### config.mk
export PLATFORM = sky130hd
export DESIGN_NAME = conv_layer_sched
export DESIGN_NICKNAME = d
export VERILOG_FILES = /design/src/rtl/smac_sched_pkg.sv /design/src/rtl/smac_wrap_cnt.sv /design/src/rtl/conv_layer_sched.sv
export SDC_FILE = /design/constraint.sdc
export NUM_CORES = 1
export LEC_CHECK = 0
export ABC_CLOCK_PERIOD_IN_PS = 5800
export BUFFER_PORTS_ARGS = -buffer_cell sky130_fd_sc_hd__buf_2
export CAP_MARGIN = 20
export CORE_MARGIN = 3
export CORE_UTILIZATION = 29
export CTS_CLUSTER_SIZE = 40
export DETAILED_ROUTE_END_ITERATION = 10
export SKIP_LAST_GASP = 1
export SYNTH_ARGS = -nofsm -noshare
export SYNTH_HDL_FRONTEND = slang
export SYNTH_SLANG_ARGS = --single-unit
export TNS_END_PERCENT = 30
### constraint.sdc
create_clock -name clk -period 5.8 [get_ports clk]
set_clock_uncertainty 0.05 [all_clocks]
set_input_delay 0.29 -clock clk [delete_from_list [all_inputs] [get_ports clk]]
set_output_delay 0.29 -clock clk [all_outputs]
set_load 0.01 [all_outputs]
### src/rtl/smac_sched_pkg.sv
// rtl/smac_sched_pkg.sv - shared types and default widths for the conv layer scheduler
package smac_sched_pkg;

  localparam int FIL_W_DEF = 6;
  localparam int POS_W_DEF = 12;

  typedef enum logic [1:0] {
    IDLE = 2'd0,
    RUN  = 2'd1,
    DONE = 2'd2
  } sched_state_t;

endpackage

### src/rtl/smac_wrap_cnt.sv
// rtl/smac_wrap_cnt.sv - up counter with clear, terminal compare and optional saturation
module smac_wrap_cnt #(
  parameter int W   = 8,
  parameter bit SAT = 1'b0
) (
  input  logic         clk,
  input  logic         rst_n,
  input  logic         clr,
  input  logic         inc,
  input  logic [W-1:0] max,
  output logic [W-1:0] value,
  output logic         at_max
);

  assign at_max = (value == max);

  // clr beats inc; at max the counter either holds (SAT) or wraps to zero
  always_ff @(posedge clk or negedge rst_n) begin
    if (!rst_n) begin
      value <= '0;
    end else if (clr) begin
      value <= '0;
    end else if (inc) begin
      if (!at_max) begin
        value <= value + W'(1);
      end else if (!SAT) begin
        value <= '0;
      end
    end
  end

endmodule

### src/rtl/conv_layer_sched.sv
// rtl/conv_layer_sched.sv - walks filters (inner) and output positions (outer) of one conv layer
module conv_layer_sched
  import smac_sched_pkg::*;
#(
  parameter int FIL_W = FIL_W_DEF,
  parameter int POS_W = POS_W_DEF
) (
  input  logic             clk,
  input  logic             rst_n,
  input  logic             start,
  input  logic             abort,
  input  logic [FIL_W-1:0] cfg_num_fil,
  input  logic [POS_W-1:0] cfg_num_pos,
  input  logic             mem_ready,
  input  logic             fil_done,
  input  logic             vol_done,
  output logic             core_stall_n,
  output logic             remW,
  output logic             last_fil,
  output logic             op_done,
  output logic [FIL_W-1:0] fil_idx,
  output logic [POS_W-1:0] pos_idx,
  output logic             busy,
  output logic             done,
  output logic             err_cfg
);

  sched_state_t     state, state_nxt;
  logic [FIL_W-1:0] num_fil_q;
  logic [POS_W-1:0] num_pos_q;
  logic             cfg_ok, start_ok, run;
  logic             fil_clr, fil_inc, fil_at_max;
  logic             pos_clr, pos_inc, pos_at_max;

  assign cfg_ok   = (cfg_num_fil != '0) && (cfg_num_pos != '0);
  assign start_ok = (state == IDLE) && start && cfg_ok && !abort;
  assign run      = (state == RUN);

  // vol_done outranks fil_done; the final vol_done leaves both indices untouched
  assign fil_clr = start_ok || abort || (run && vol_done && !op_done);
  assign fil_inc = run && fil_done && !vol_done && !abort;
  assign pos_clr = start_ok || abort;
  assign pos_inc = run && vol_done && !op_done && !abort;

  smac_wrap_cnt #(.W(FIL_W), .SAT(1'b1)) u_fil_cnt (
    .clk    (clk),
    .rst_n  (rst_n),
    .clr    (fil_clr),
    .inc    (fil_inc),
    .max    (num_fil_q - FIL_W'(1)),
    .value  (fil_idx),
    .at_max (fil_at_max)
  );

  smac_wrap_cnt #(.W(POS_W), .SAT(1'b0)) u_pos_cnt (
    .clk    (clk),
    .rst_n  (rst_n),
    .clr    (pos_clr),
    .inc    (pos_inc),
    .max    (num_pos_q - POS_W'(1)),
    .value  (pos_idx),
    .at_max (pos_at_max)
  );

  always_ff @(posedge clk or negedge rst_n) begin
    if (!rst_n) begin
      state     <= IDLE;
      num_fil_q <= '0;
      num_pos_q <= '0;
    end else begin
      state <= state_nxt;
      if (start_ok) begin
        num_fil_q <= cfg_num_fil;
        num_pos_q <= cfg_num_pos;
      end
    end
  end

  always_comb begin
    state_nxt    = state;
    core_stall_n = 1'b0;
    case (state)
      IDLE: if (start_ok) state_nxt = RUN;
      RUN: begin
        core_stall_n = mem_ready;
        if (vol_done && op_done) state_nxt = DONE;
      end
      DONE:    state_nxt = IDLE;
      default: state_nxt = IDLE;
    endcase
    if (abort) state_nxt = IDLE;
  end

  // Flags trail the indices by a cycle; on start they are seeded straight from the new cfg
  always_ff @(posedge clk or negedge rst_n) begin
    if (!rst_n) begin
      last_fil <= 1'b0;
      remW     <= 1'b0;
      op_done  <= 1'b0;
      err_cfg  <= 1'b0;
    end else begin
      err_cfg <= (state == IDLE) && start && !abort && !cfg_ok;
      if (start_ok) begin
        last_fil <= (cfg_num_fil == FIL_W'(1));
        remW     <= (cfg_num_fil != FIL_W'(1));
        op_done  <= (cfg_num_fil == FIL_W'(1)) && (cfg_num_pos == POS_W'(1));
      end else if (run && state_nxt == RUN) begin
        last_fil <= fil_at_max;
        remW     <= !fil_at_max;
        op_done  <= fil_at_max && pos_at_max;
      end else begin
        last_fil <= 1'b0;
        remW     <= 1'b0;
        op_done  <= 1'b0;
      end
    end
  end

  assign busy = (state != IDLE);
  assign done = (state == DONE);

endmodule
* Yosys cells after proc, flatten, opt, wreduce, memory -nomap -nowiden *
Cells that the tools add are included.

cells by class
  add/sub/neg operators = 4
  eq/ne operators = 9
  multiplexer cells = 17
  reduce and logical (&&, ||, !) cells = 30

operator list
  operator                                              number
  two-way mux 12 bit                                    3
  two-way mux 6 bit                                     3
  logical AND 1 bit                                     16
  adder 12 x 1 -> 12 bit, second input constant         1
  equality test 12 x 1 -> 1 bit, second input constant  1
  equality test 12 bit                                  1
  nonzero test 12 bit                                   1
  subtractor 12 x 1 -> 12 bit, second input constant    1
  two-way mux 1 bit                                     7
  adder 6 x 1 -> 6 bit, second input constant           1
  equality test 6 x 1 -> 1 bit, second input constant   1
  equality test 6 bit                                   1
  two-way mux 2 bit                                     3
  != test 6 x 1 -> 1 bit, second input constant         1
  nonzero test 2 bit                                    3
  nonzero test 6 bit                                    1
  subtractor 6 x 1 -> 6 bit, second input constant      1
  logical NOT 1 bit                                     5
  equality test 2 x 1 -> 1 bit, second input constant   2
  one-hot mux 2 bit (2 select lines)                    1
  equality test 2 bit, second input constant            1
  logical NOT 2 bit                                     1
  logical OR 1 bit                                      2
  != test 2 bit, second input constant                  1
  AND reduction 2 bit                                   1

storage, ports and cells
  flip-flop bits (word level) = 42
  bits of input ports = 25
  output and inout bits = 25
  logic and storage cells = 69

* Logic depth before layout (Yosys ltp) *
Gate-level depths: netlist of the first run.

  word-level depth = 11
  gate-level depth with buffers = 9
  mapped depth without buffers = 9

* Modules after synthesis *
A second synthesis of the first run with hierarchy kept.

second synthesis, totals
  cells, all modules = 266
  area, all modules = 2640.0 µm²

by module, submodules not included
  module                      instances  cells each  area each (µm²)  sequential area each (µm²)
  conv_layer_sched            1          121         1327.5           600.6
  smac_wrap_cnt at u_pos_cnt  1          100         865.8            300.3
  smac_wrap_cnt at u_fil_cnt  1          45          446.7            150.1

* Least setup slack after synthesis of the first run *
Ideal clock, no wire load.

  path type = flip-flop to flip-flop
  start point = reg num_pos_q[0]
  end point = reg u_pos_cnt.value[8]
  library setup time = 121 ps
  arrival time = 2178 ps
  data required time = 5629 ps
  setup slack = 3451 ps
  cell stages (with the launch flop) = 10
  buffers on the path = 0
  clock period less this slack = 2349 ps
  path through = dfrtp_1 > inv_1 > ha_1 > or4b_4 > nor2_4 > xnor2_1 > nor4_4 > a31o_4 > o21ai_0 > a22o_1

on the way
  word-level cells in the longest chain between the ends = 5

ends and longest elaborated chain
  item                         RTL line                source
  start, declared              conv_layer_sched.sv:30  logic [POS_W-1:0] num_pos_q;
  start signal, assigned       conv_layer_sched.sv:74  num_pos_q <= cfg_num_pos;
  subtractor 12 x 1 -> 12 bit  conv_layer_sched.sv:60  .max (num_pos_q - POS_W'(1)),
  equality test 12 bit         smac_wrap_cnt.sv:15     assign at_max = (value == max);
  two-way mux 12 bit           smac_wrap_cnt.sv:24     if (!at_max) begin
  two-way mux 12 bit           smac_wrap_cnt.sv:23     end else if (inc) begin
  two-way mux 12 bit           smac_wrap_cnt.sv:21     end else if (clr) begin
  end signal, assigned         smac_wrap_cnt.sv:25     value <= value + W'(1);
  end, declared                smac_wrap_cnt.sv:11     output logic [W-1:0] value,

Every way passes these cells. The select of a mux whose other input is x is not followed.
A chain may end at the register's enable or synchronous reset.

* Final worst setup path of the first run *
  start point = reg num_pos_q[0]
  end point = reg u_pos_cnt.value[9]

Same word-level chain as after synthesis.

==> results of run 1 <==
-- power by group through the flow --
stage          sequential [mW]  combinational [mW]  clock [mW]
5_1_grt                  0.370               0.208       0.215
6_report                 0.362               0.184       0.200
3_3_place_gp             0.367               0.181           0
3_5_place_dp             0.368               0.185           0
2_1_floorplan            0.358               0.142           0
4_1_cts                  0.362               0.186       0.205
-- placed cells by master (no fill, tap or decap), types with 2 or more instances in the layout --
cell	n
xnor2_1	16
mux2_2	13
a21oi_1	8
nand4_1	3
or3_1	2
nor2_4	3
nand4b_1	2
nand3_1	8
nand2_1	23
clkbuf_8	6
ha_1	4
xor2_1	11
nor4_1	4
o21ai_0	18
nor3_1	7
or4_1	3
nor2b_1	8
a31oi_1	3
nand3b_1	5
and2_1	3
inv_1	8
a22o_1	8
dfrtp_1	42
nor2_1	17
nor4_4	2
and3_1	10
buf_2	49
-- worst max path at each step --
stage                               from                  to  slack, ns
final                       num_pos_q[0]  u_pos_cnt.value[9]       3.26
after global routing        num_pos_q[0]  u_pos_cnt.value[6]       3.02
after CTS                   num_pos_q[0]  u_pos_cnt.value[9]       3.25
after detailed placement  cfg_num_pos[9]  u_pos_cnt.value[9]       3.06
after global placement    cfg_num_pos[9]  u_pos_cnt.value[2]       3.12
after floorplan             num_pos_q[0]  u_pos_cnt.value[8]       3.45
-- per-layer routing --
layer | global-route usage (%) | vias to the layer above | wire length (um)
li1 | - | 1046 | -
met1 | 17.93 | 995 | 2999
met2 | 19.94 | 47 | 2653
met3 | 3.296 | 7 | 341
met4 | 4.727 | 0 | 99
met5 | 0 | - | 0
-- worst reg2reg max path, cell delays in order (launching register included) --
cell	delay (ns)
dfrtp_1	0.43
inv_1	0.09
ha_1	0.20
or4b_4	0.52
nor2_4	0.10
xnor2_1	0.10
nor4_4	0.36
a31o_4	0.28
o21ai_0	0.10
a22o_1	0.21
-- state kept, by name, summed over array words and instances, names as in the netlist, 2 cells and up --
name             count
num_fil_q            6
num_pos_q           12
state                2
u_fil_cnt.value      6
u_pos_cnt.value     12
-- metrics by stage --
stage	setup slack [ns]	utilization, %	total power [mW]	cells
after floorplan	3.451	-	0.4995	260
after global placement	3.122	34.62	0.5479	409
after detailed placement	3.064	34.62	0.5532	409
after CTS	3.249	35.71	0.7536	417
after global routing	3.015	35.71	0.7930	417
final	3.255	35.71	0.7461	417
-- layout make-up --
| cell class | count | area [sq um] | share of cell area [%] |
|---|---|---|---|
| Sequential cell | 42 | 1051 | 35.12 |
| Tap cell | 105 | 131.4 | 4.390 |
| Timing Repair Buffer | 50 | 252.7 | 8.445 |
| Inverter | 8 | 30.03 | 1.003 |
| Clock buffer | 7 | 86.33 | 2.885 |
| Multi-Input combinational cell | 204 | 1436 | 47.99 |
| Clock inverter | 1 | 5.005 | 0.1672 |
-- logic make-up (layout without fill, tap and decap cells) --
group,Yosys count,after routing,share of synthesized area (%)
and+or+nand+nor,112,112,26.38
AOI/OAI and AO/OA,47,47,12.35
DFF,42,42,41.34
xor gates and xnor gates,27,27,9.301
muxes,14,14,6.152
buffers and inverters,14,66,2.510
adders and majority gates,4,4,1.969
==> flow_summary.toml, run 1 <==
[place]
numPortBuffers = 49
dpl_cell_area_sq_um = 2902
dp_hpwl_um = 4677
place_congestion = 0.7521

[floorplan]
die_h_um = 99.63
die_area_sq_um = 9926
die_x_um = 99.63
boundaryPins = 50
rows = 33
initial_core_util_pct = 30.33
core-area_sq_um = 8382

[grt]
antenna_found_initial = 0
overflow = 0
grt_pass1_vias = 2075
grt_pass1_wl_um = 10350
grt_start_max_net_pins = 43
grt_usage_pct = 13.08

[route]
drtIter0Drc = 129
vias = 2095
postRouteAntennaNets = 0
vias_per_cell = 5.024
wl_per_cell_um = 14.61
wl_um = 6093
first_pass_iters = 4
drcViolationCount = 0

[worst_setup_path]
r2r_cells = 9
crit_arrival_ns = 2.68
required_ns = 5.93
critPathMaxFanout = 10
cp_slowest_stage_delay_ns = 0.52
end_kind = "flip-flop"
path_delay_family = "simple AND/OR/NAND/NOR gates"
rr_startpoint = "num_pos_q[0]"
r2r_end = "u_pos_cnt.value[9]"
critPathKind = "flip-flop to flip-flop"
regToRegSetupSlack_ns = 3.26
crit_buf_inv = 1
crit_chain = "inv_1 > ha_1 > or4b_4 > nor2_4 > xnor2_1 > nor4_4 > a31o_4 > o21ai_0 > a22o_1"
cp.depth = 9
crit_path_start_kind = "flip-flop"
crit_slowest_cell = "or4b_4"

[logic_synthesis]
syn_area_sq_um = 2542
synthFlopType = "dfrtp_1"
synth_common_cells = "42 x dfrtp_1, 23 x nand2_1, 18 x o21ai_0"
synth_most_common_cell = "dfrtp_1"
synth-seq-cells = 42
yosys.area.top_type_share_pct = 41.34
synth_top_cell_by_area = "dfrtp_1"
synthDistinctLibCells = 50
yosys_warnings = 0
ys_seq_area_share_pct = 41.34
synth.avg_cell_area_sq_um = 9.779
syn_nets = 289
synth_edf_count = 0
synth_async_sr_flop_share_pct = 100.0
synth.area.top_cells = "dfrtp_1 41%, mux2_2 5.8%, xnor2_1 5.5%"
syn_inst = 260

[pwr]
combPwrFrac_pct = 24.6
switching_share_pct = 32.04
p_per_area_nw_per_um2 = 249.3
p_clk_share_pct = 26.8
leakage_nw = 1.355
ir_drop_mv = 0.1009
internal_power_uw = 507.0
seqPwrFrac_pct = 48.6
p_sw_uw = 239.1

[sta]
fmax_mhz = 393.0
slew_viol_final = 0
min_period_over_period_pct = 43.87
fin_crit_ns = 2.545
setup_viol = 0
hold_viol = 0
grt_setup_unrepaired = "no"
worst_pin_slew_ns = 0.9463
hold_ws_ns = 0.08275
relSlewSlack_pct = 36.91
tns_ns = 0

[hold_path]
hold_class = "input port to asynchronous set/reset pin"

[clock_tree]
root_buffer = "clkbuf_8"
cts_buffers = 5
postCtsHoldBufs = 0
clk_transition_reported_paths_ns = 0.09
max-clock-path-buffers = 2
htreeDepth = 2
clock_latency_ns = 0.30
postCtsSetupRepairBufs = 0
cts_tree = "done"
cts_resized = 0
cts_sinks = 42

[run_status]
status = "completed"

[cells_and_area]
layout.nets = 340
design_area_sq_um = 2993
post_route_cells_drive_above_1_share_pct = 27.24
n_fill_cell = 894
antenna_cells = 0
syn2layout_area_growth_pct = 17.72

[flow_run]
max_cap_violations = 0
(Power assumes the default switching activity.)
==> inputs of run 2 (changes only) <==
--- a/config.mk
+++ b/config.mk
@@ -5,7 +5,7 @@
 export SDC_FILE = /design/constraint.sdc
 export NUM_CORES = 1
 export LEC_CHECK = 0
-export ABC_CLOCK_PERIOD_IN_PS = 5800
+export ABC_CLOCK_PERIOD_IN_PS = 2110
 export BUFFER_PORTS_ARGS = -buffer_cell sky130_fd_sc_hd__buf_2
 export CAP_MARGIN = 20
 export CORE_MARGIN = 3
==> constraint.sdc (replaced) <==
create_clock -name clk -period 2.11 [get_ports clk]
set_clock_uncertainty 0.05 [all_clocks]
set_input_delay 0.1055 -clock clk [delete_from_list [all_inputs] [get_ports clk]]
set_output_delay 0.1055 -clock clk [all_outputs]
set_load 0.01 [all_outputs]
==> flow_summary.toml, run 2 (same netlist as run 1, synthesis figures left out) <==
[floorplan]
die_h_um = 99.63
initial_core_util_pct = 30.33
boundaryPins = 50
rows = 33
die_x_um = 99.63
core-area_sq_um = 8382
die_area_sq_um = 9926

[hold_path]
min-delay-start = "cfg_num_pos[10]"
worstHoldPathCells = 2
hold_class = "input port to flip-flop"

[clock_tree]
cts_sinks = 42
root_buffer = "clkbuf_8"
clk_transition_reported_paths_ns = 0.08
htreeDepth = 2
max-clock-path-buffers = 2
cts_buffers = 5
clock_latency_ns = 0.29
cts_tree = "done"

[worst_setup_path]
crit_start = "num_pos_q[0]"
end_kind = "flip-flop"
critPathKind = "flip-flop to flip-flop"
critPathMaxFanout = 5
regToRegSetupSlack_ns = -0.22
required_ns = 2.24
rr_startpoint = "num_pos_q[0]"
r2r_end = "u_pos_cnt.value[2]"
crit_path_start_kind = "flip-flop"
crit_arrival_ns = 2.46
r2r_cells = 9
crit_end = "u_pos_cnt.value[2]"

[flow_run]
max_cap_violations = 0

[cells_and_area]
final_common_cell = "buf_2"
utilization_pct = 40.81
final_cell_mix = "49 x buf_2, 47 x buf_4, 42 x dfrtp_1"
top_regs = "num_pos_q x12, u_pos_cnt.value x12"
fin_cells = 468
syn2layout_area_growth_pct = 34.55
post_route_cells_drive_above_1_share_pct = 38.29
design_area_sq_um = 3421
antenna_cells = 0
layout.nets = 391
n_fill_cell = 841

[sta]
setup_ws_ns = -0.2195
slew_viol_final = 0
fin_crit_ns = 2.329
relSlewSlack_pct = 61.35
hold_ws_ns = 0.006047
worst_pin_slew_ns = 0.5771
fmax_mhz = 429.3
grt_setup_unrepaired = "yes"
setup_viol = 14
hold_viol = 0
min_period_over_period_pct = 110.4

[route]
postRouteAntennaNets = 0
drtIter0Drc = 82
drcViolationCount = 0
vias = 2273
vias_per_cell = 4.857
wl_um = 6491
first_pass_iters = 4
wl_per_cell_um = 13.87

[grt]
grt_pass1_wl_um = 10650
gr-usage-met3_pct = 3.506
grt-busiest-layer = "met2"
grt_pass1_vias = 2216
grt_start_max_net_pins = 25
grt_usage_pct = 13.34
use_met2_pct = 21.75
antenna_found_initial = 0
overflow = 0
grt_util_met1_pct = 17.62

[place]
dpl_cell_area_sq_um = 3247
place_congestion = 0.8198
dp.cells = 453
numPortBuffers = 49
dp_hpwl_um = 5245

[pwr]
combPwrFrac_pct = 32.4
p_sw_uw = 692.2
seqPwrFrac_pct = 43.5
power_mw = 2.218
p_clk_share_pct = 24.2
switching_share_pct = 31.21
ir_drop_mv = 0.3201
leakage_nw = 1.604
p_per_area_nw_per_um2 = 648.5
internal_power_mw = 1.526

[run_status]
status = "finished with violations"
failed_checks = "setup timing"
==> run 2: worst min-delay path by stage <==
| stage | endpoint | slack, ns |
|---|---|---|
| after floorplan | err_cfg | -0.24 |
| after global placement | op_done | -0.13 |
| after detailed placement | op_done | -0.13 |
| after CTS | num_pos_q[4] | 0.002 |
| after global routing | num_pos_q[4] | 0.004 |
| final | num_pos_q[10] | 0.006 |
==> run 2: repair_timing <==
action                                 in CTS  in global routing
gates resized for setup                     5                  0
setup buffers                               2                  0
pin swaps                                   7                  1
setup endpoints to repair                  15                 19
gates cloned                                1                  0
endpoints found under the hold margin      45                  0
hold buffers                                4                  0
==> run 2: critical path, cell delays in order, from the launching register on <==
cell	delay, ns
dfrtp_1	0.39
inv_2	0.08
ha_4	0.13
or4b_4	0.51
nor4_2	0.34
nor3b_2	0.08
nand2_2	0.12
a31o_2	0.23
o21ai_0	0.09
a22o_1	0.19
==> run 2: power by group through the flow <==
stage	logic (mW)	registers, mW	clock network [mW]
2_1_floorplan	0.395	0.984	0
3_3_place_gp	0.669	0.976	0
3_5_place_dp	0.681	0.979	0
4_1_cts	0.722	0.965	0.549
5_1_grt	0.797	0.977	0.578
6_report	0.718	0.964	0.536
==> run 2: through the flow <==
| step | setup WS (ns) | setup TNS (ns) |
|---|---|---|
| after floorplan | -0.1924 | -1.636 |
| after global placement | -0.2497 | -2.860 |
| after detailed placement | -0.2964 | -3.345 |
| after CTS | -0.2441 | -2.174 |
| after global routing | -0.4132 | -5.224 |
| final | -0.2195 | -1.907 |
==> run 2: metal layers <==
| metal | up-vias | part of all wire [%] |
|---|---|---|
| li1 | 1142 | - |
| met2 | 40 | 46 |
| met5 | - | 0 |
| met1 | 1084 | 48 |
| met3 | 7 | 4.8 |
| met4 | 0 | 1.2 |
==> run 2: final cells by class <==
type | count | area, sq um | share of cell area (%)
Multi-Input combinational cell | 205 | 1479 | 43.23
Inverter | 8 | 30.03 | 0.8778
Clock inverter | 1 | 5.005 | 0.1463
Timing Repair Buffer | 100 | 638.1 | 18.65
Sequential cell | 42 | 1051 | 30.72
Tap cell | 105 | 131.4 | 3.841
Clock buffer | 7 | 86.33 | 2.524
==> inputs of run 3 (changes only) <==
--- a/config.mk
+++ b/config.mk
@@ -12,6 +12,7 @@
 export CORE_UTILIZATION = 29
 export CTS_CLUSTER_SIZE = 40
 export DETAILED_ROUTE_END_ITERATION = 10
+export SETUP_SLACK_MARGIN = 0.3
 export SKIP_LAST_GASP = 1
 export SYNTH_ARGS = -nofsm -noshare
 export SYNTH_HDL_FRONTEND = slang
==> flow_summary.toml, run 3 (same netlist as run 1, synthesis figures left out) <==
[sta]
tns_ns = -2.493
hold_viol = 0
relSlewSlack_pct = 59.25
setup_viol = 12
setup_ws_ns = -0.2470
fmax_mhz = 424.3
hold_ws_ns = 0.004754
min_period_over_period_pct = 111.7
worst_pin_slew_ns = 0.6075
slew_viol_final = 0
fin_crit_ns = 2.357
grt_setup_unrepaired = "yes"

[clock_tree]
cts_tree = "done"
max-clock-path-buffers = 2
clk_transition_reported_paths_ns = 0.08
root_buffer = "clkbuf_8"
cts_sinks = 42
cts_buffers = 5
clock_latency_ns = 0.29
htreeDepth = 2

[hold_path]
min-delay-start = "cfg_num_pos[1]"
min_to = "num_pos_q[1]"
hold_class = "input port to flip-flop"
worstHoldPathCells = 3

[worst_setup_path]
required_ns = 2.30
rr_startpoint = "num_pos_q[0]"
crit_slowest_cell = "or4b_4"
r2r_cells = 9
crit_path_start_kind = "flip-flop"
crit_buf_inv = 1
crit_arrival_ns = 2.54
crit_chain = "inv_2 > ha_4 > or4b_4 > o221ai_2 > nor3b_2 > nand2_2 > a31o_4 > nor2_4 > a22o_1"
regToRegSetupSlack_ns = -0.25
critPathKind = "flip-flop to flip-flop"
r2r_end = "u_pos_cnt.value[9]"
cp_slowest_stage_delay_ns = 0.51
end_kind = "flip-flop"
critPathMaxFanout = 8
path_delay_family = "simple AND/OR/NAND/NOR gates"

[grt]
grt_start_max_net_pins = 27
antenna_found_initial = 0
grt_pass1_vias = 2373
grt_usage_pct = 13.95
overflow = 0
grt_pass1_wl_um = 11260

[cells_and_area]
antenna_cells = 0
n_fill_cell = 826
top_regs = "num_pos_q x12, u_pos_cnt.value x12"
regArea_sq_um = 1051
final_cell_mix = "49 x buf_2, 42 x dfrtp_1, 42 x buf_4"
design_area_sq_um = 3426
post_route_cells_drive_above_1_share_pct = 37.50
final_common_cell = "buf_2"
syn2layout_area_growth_pct = 34.74
layout.nets = 388
multi_input_area_sq_um = 1486

[route]
postRouteAntennaNets = 0
wl_met3_um = 263
wl_per_cell_um = 14.06
highest_layer = "met4"
drcViolationCount = 0
wl_met2_um = 3039
first_pass_iters = 4
wl_um = 6540
vias = 2305
wl_met1_um = 3171
vias_per_cell = 4.957
drtIter0Drc = 102

[floorplan]
die_h_um = 99.63
die_x_um = 99.63
rows = 33
core-area_sq_um = 8382
boundaryPins = 50
die_area_sq_um = 9926
initial_core_util_pct = 30.33

[pwr]
leakage_nw = 1.594
p_clk_share_pct = 27.2
seqPwrFrac_pct = 41.7
p_sw_uw = 699.1
ir_drop_mv = 0.3158
combPwrFrac_pct = 31.1
internal_power_mw = 1.611
p_per_area_nw_per_um2 = 674.5
switching_share_pct = 30.26

[place]
place_congestion = 0.8410
dpl_cell_area_sq_um = 3194
dp_hpwl_um = 5200
place_ws_ns = -0.3488
numPortBuffers = 49

[run_status]
failed_checks = "setup timing"
status = "finished with violations"

[flow_run]
max_cap_violations = 0
run 3: changes by cell type in the layout (fill, tap and decap cells not counted), sizes merged:
cell / before / now
buf: 96 / 91
clkinv: 1 / 0
dlygate4sd3: 4 / 6
bufinv: 0 / 1
run 3: timing repair:
item	in CTS	in global routing
hold buffers	4	2
setup buffers	3	1
hold endpoints to repair	19	2
gates resized for setup	5	5
pin swaps	7	6
setup endpoints to repair	33	35
cloned	1	0
run 3: worst reg2reg max path: stages, from the launching register on:
cell	delay, ns
dfrtp_1	0.40
inv_2	0.09
ha_4	0.13
or4b_4	0.51
o221ai_2	0.18
nor3b_2	0.20
nand2_2	0.12
a31o_4	0.27
nor2_4	0.18
a22o_1	0.17
run 3: stage by stage:
stage | util [%] | power [mW] | std cells
after floorplan | - | 1.378 | 260
after CTS | 40.45 | 2.325 | 462
final | 40.87 | 2.311 | 465
after global routing | 40.87 | 2.454 | 465
after global placement | 38.11 | 1.629 | 446
after detailed placement | 38.11 | 1.647 | 446
run 3: worst max-delay path by stage:
stage                 startpoint                 end  slack (ns)  depth (start not counted)
global placement    num_pos_q[0]  u_pos_cnt.value[9]       -0.26                          9
finish              num_pos_q[0]  u_pos_cnt.value[9]       -0.25                          9
global route        num_pos_q[0]  u_pos_cnt.value[3]       -0.36                          9
detailed placement  num_pos_q[1]  u_pos_cnt.value[9]       -0.35                          9
floorplan           num_pos_q[0]  u_pos_cnt.value[7]       -0.19                          9
CTS                 num_pos_q[0]  u_pos_cnt.value[9]       -0.28                          9
run 3: metal layers:
metal / vias up / track usage (%)
met5: - / 0
met4: 0 / 3.361
met3: 6 / 3.296
met2: 51 / 22.06
met1: 1112 / 19.29
li1: 1136 / -
run 3: power groups by stage:
stage	clock network, mW	logic (mW)	registers [mW]
floorplan	0	0.395	0.984
finish	0.628	0.719	0.964
global route	0.682	0.794	0.977
global placement	0	0.653	0.976
CTS	0.648	0.712	0.965
detailed placement	0	0.667	0.980
run 3: final cells by class:
class	instances	area share, %
inverters	8	0.8766
flip-flops and latches	42	30.68
repair buffers	97	18.12
clock buffers	7	2.228
multi-input cells	205	43.39
well taps	105	3.835
clock inverters	1	0.8766
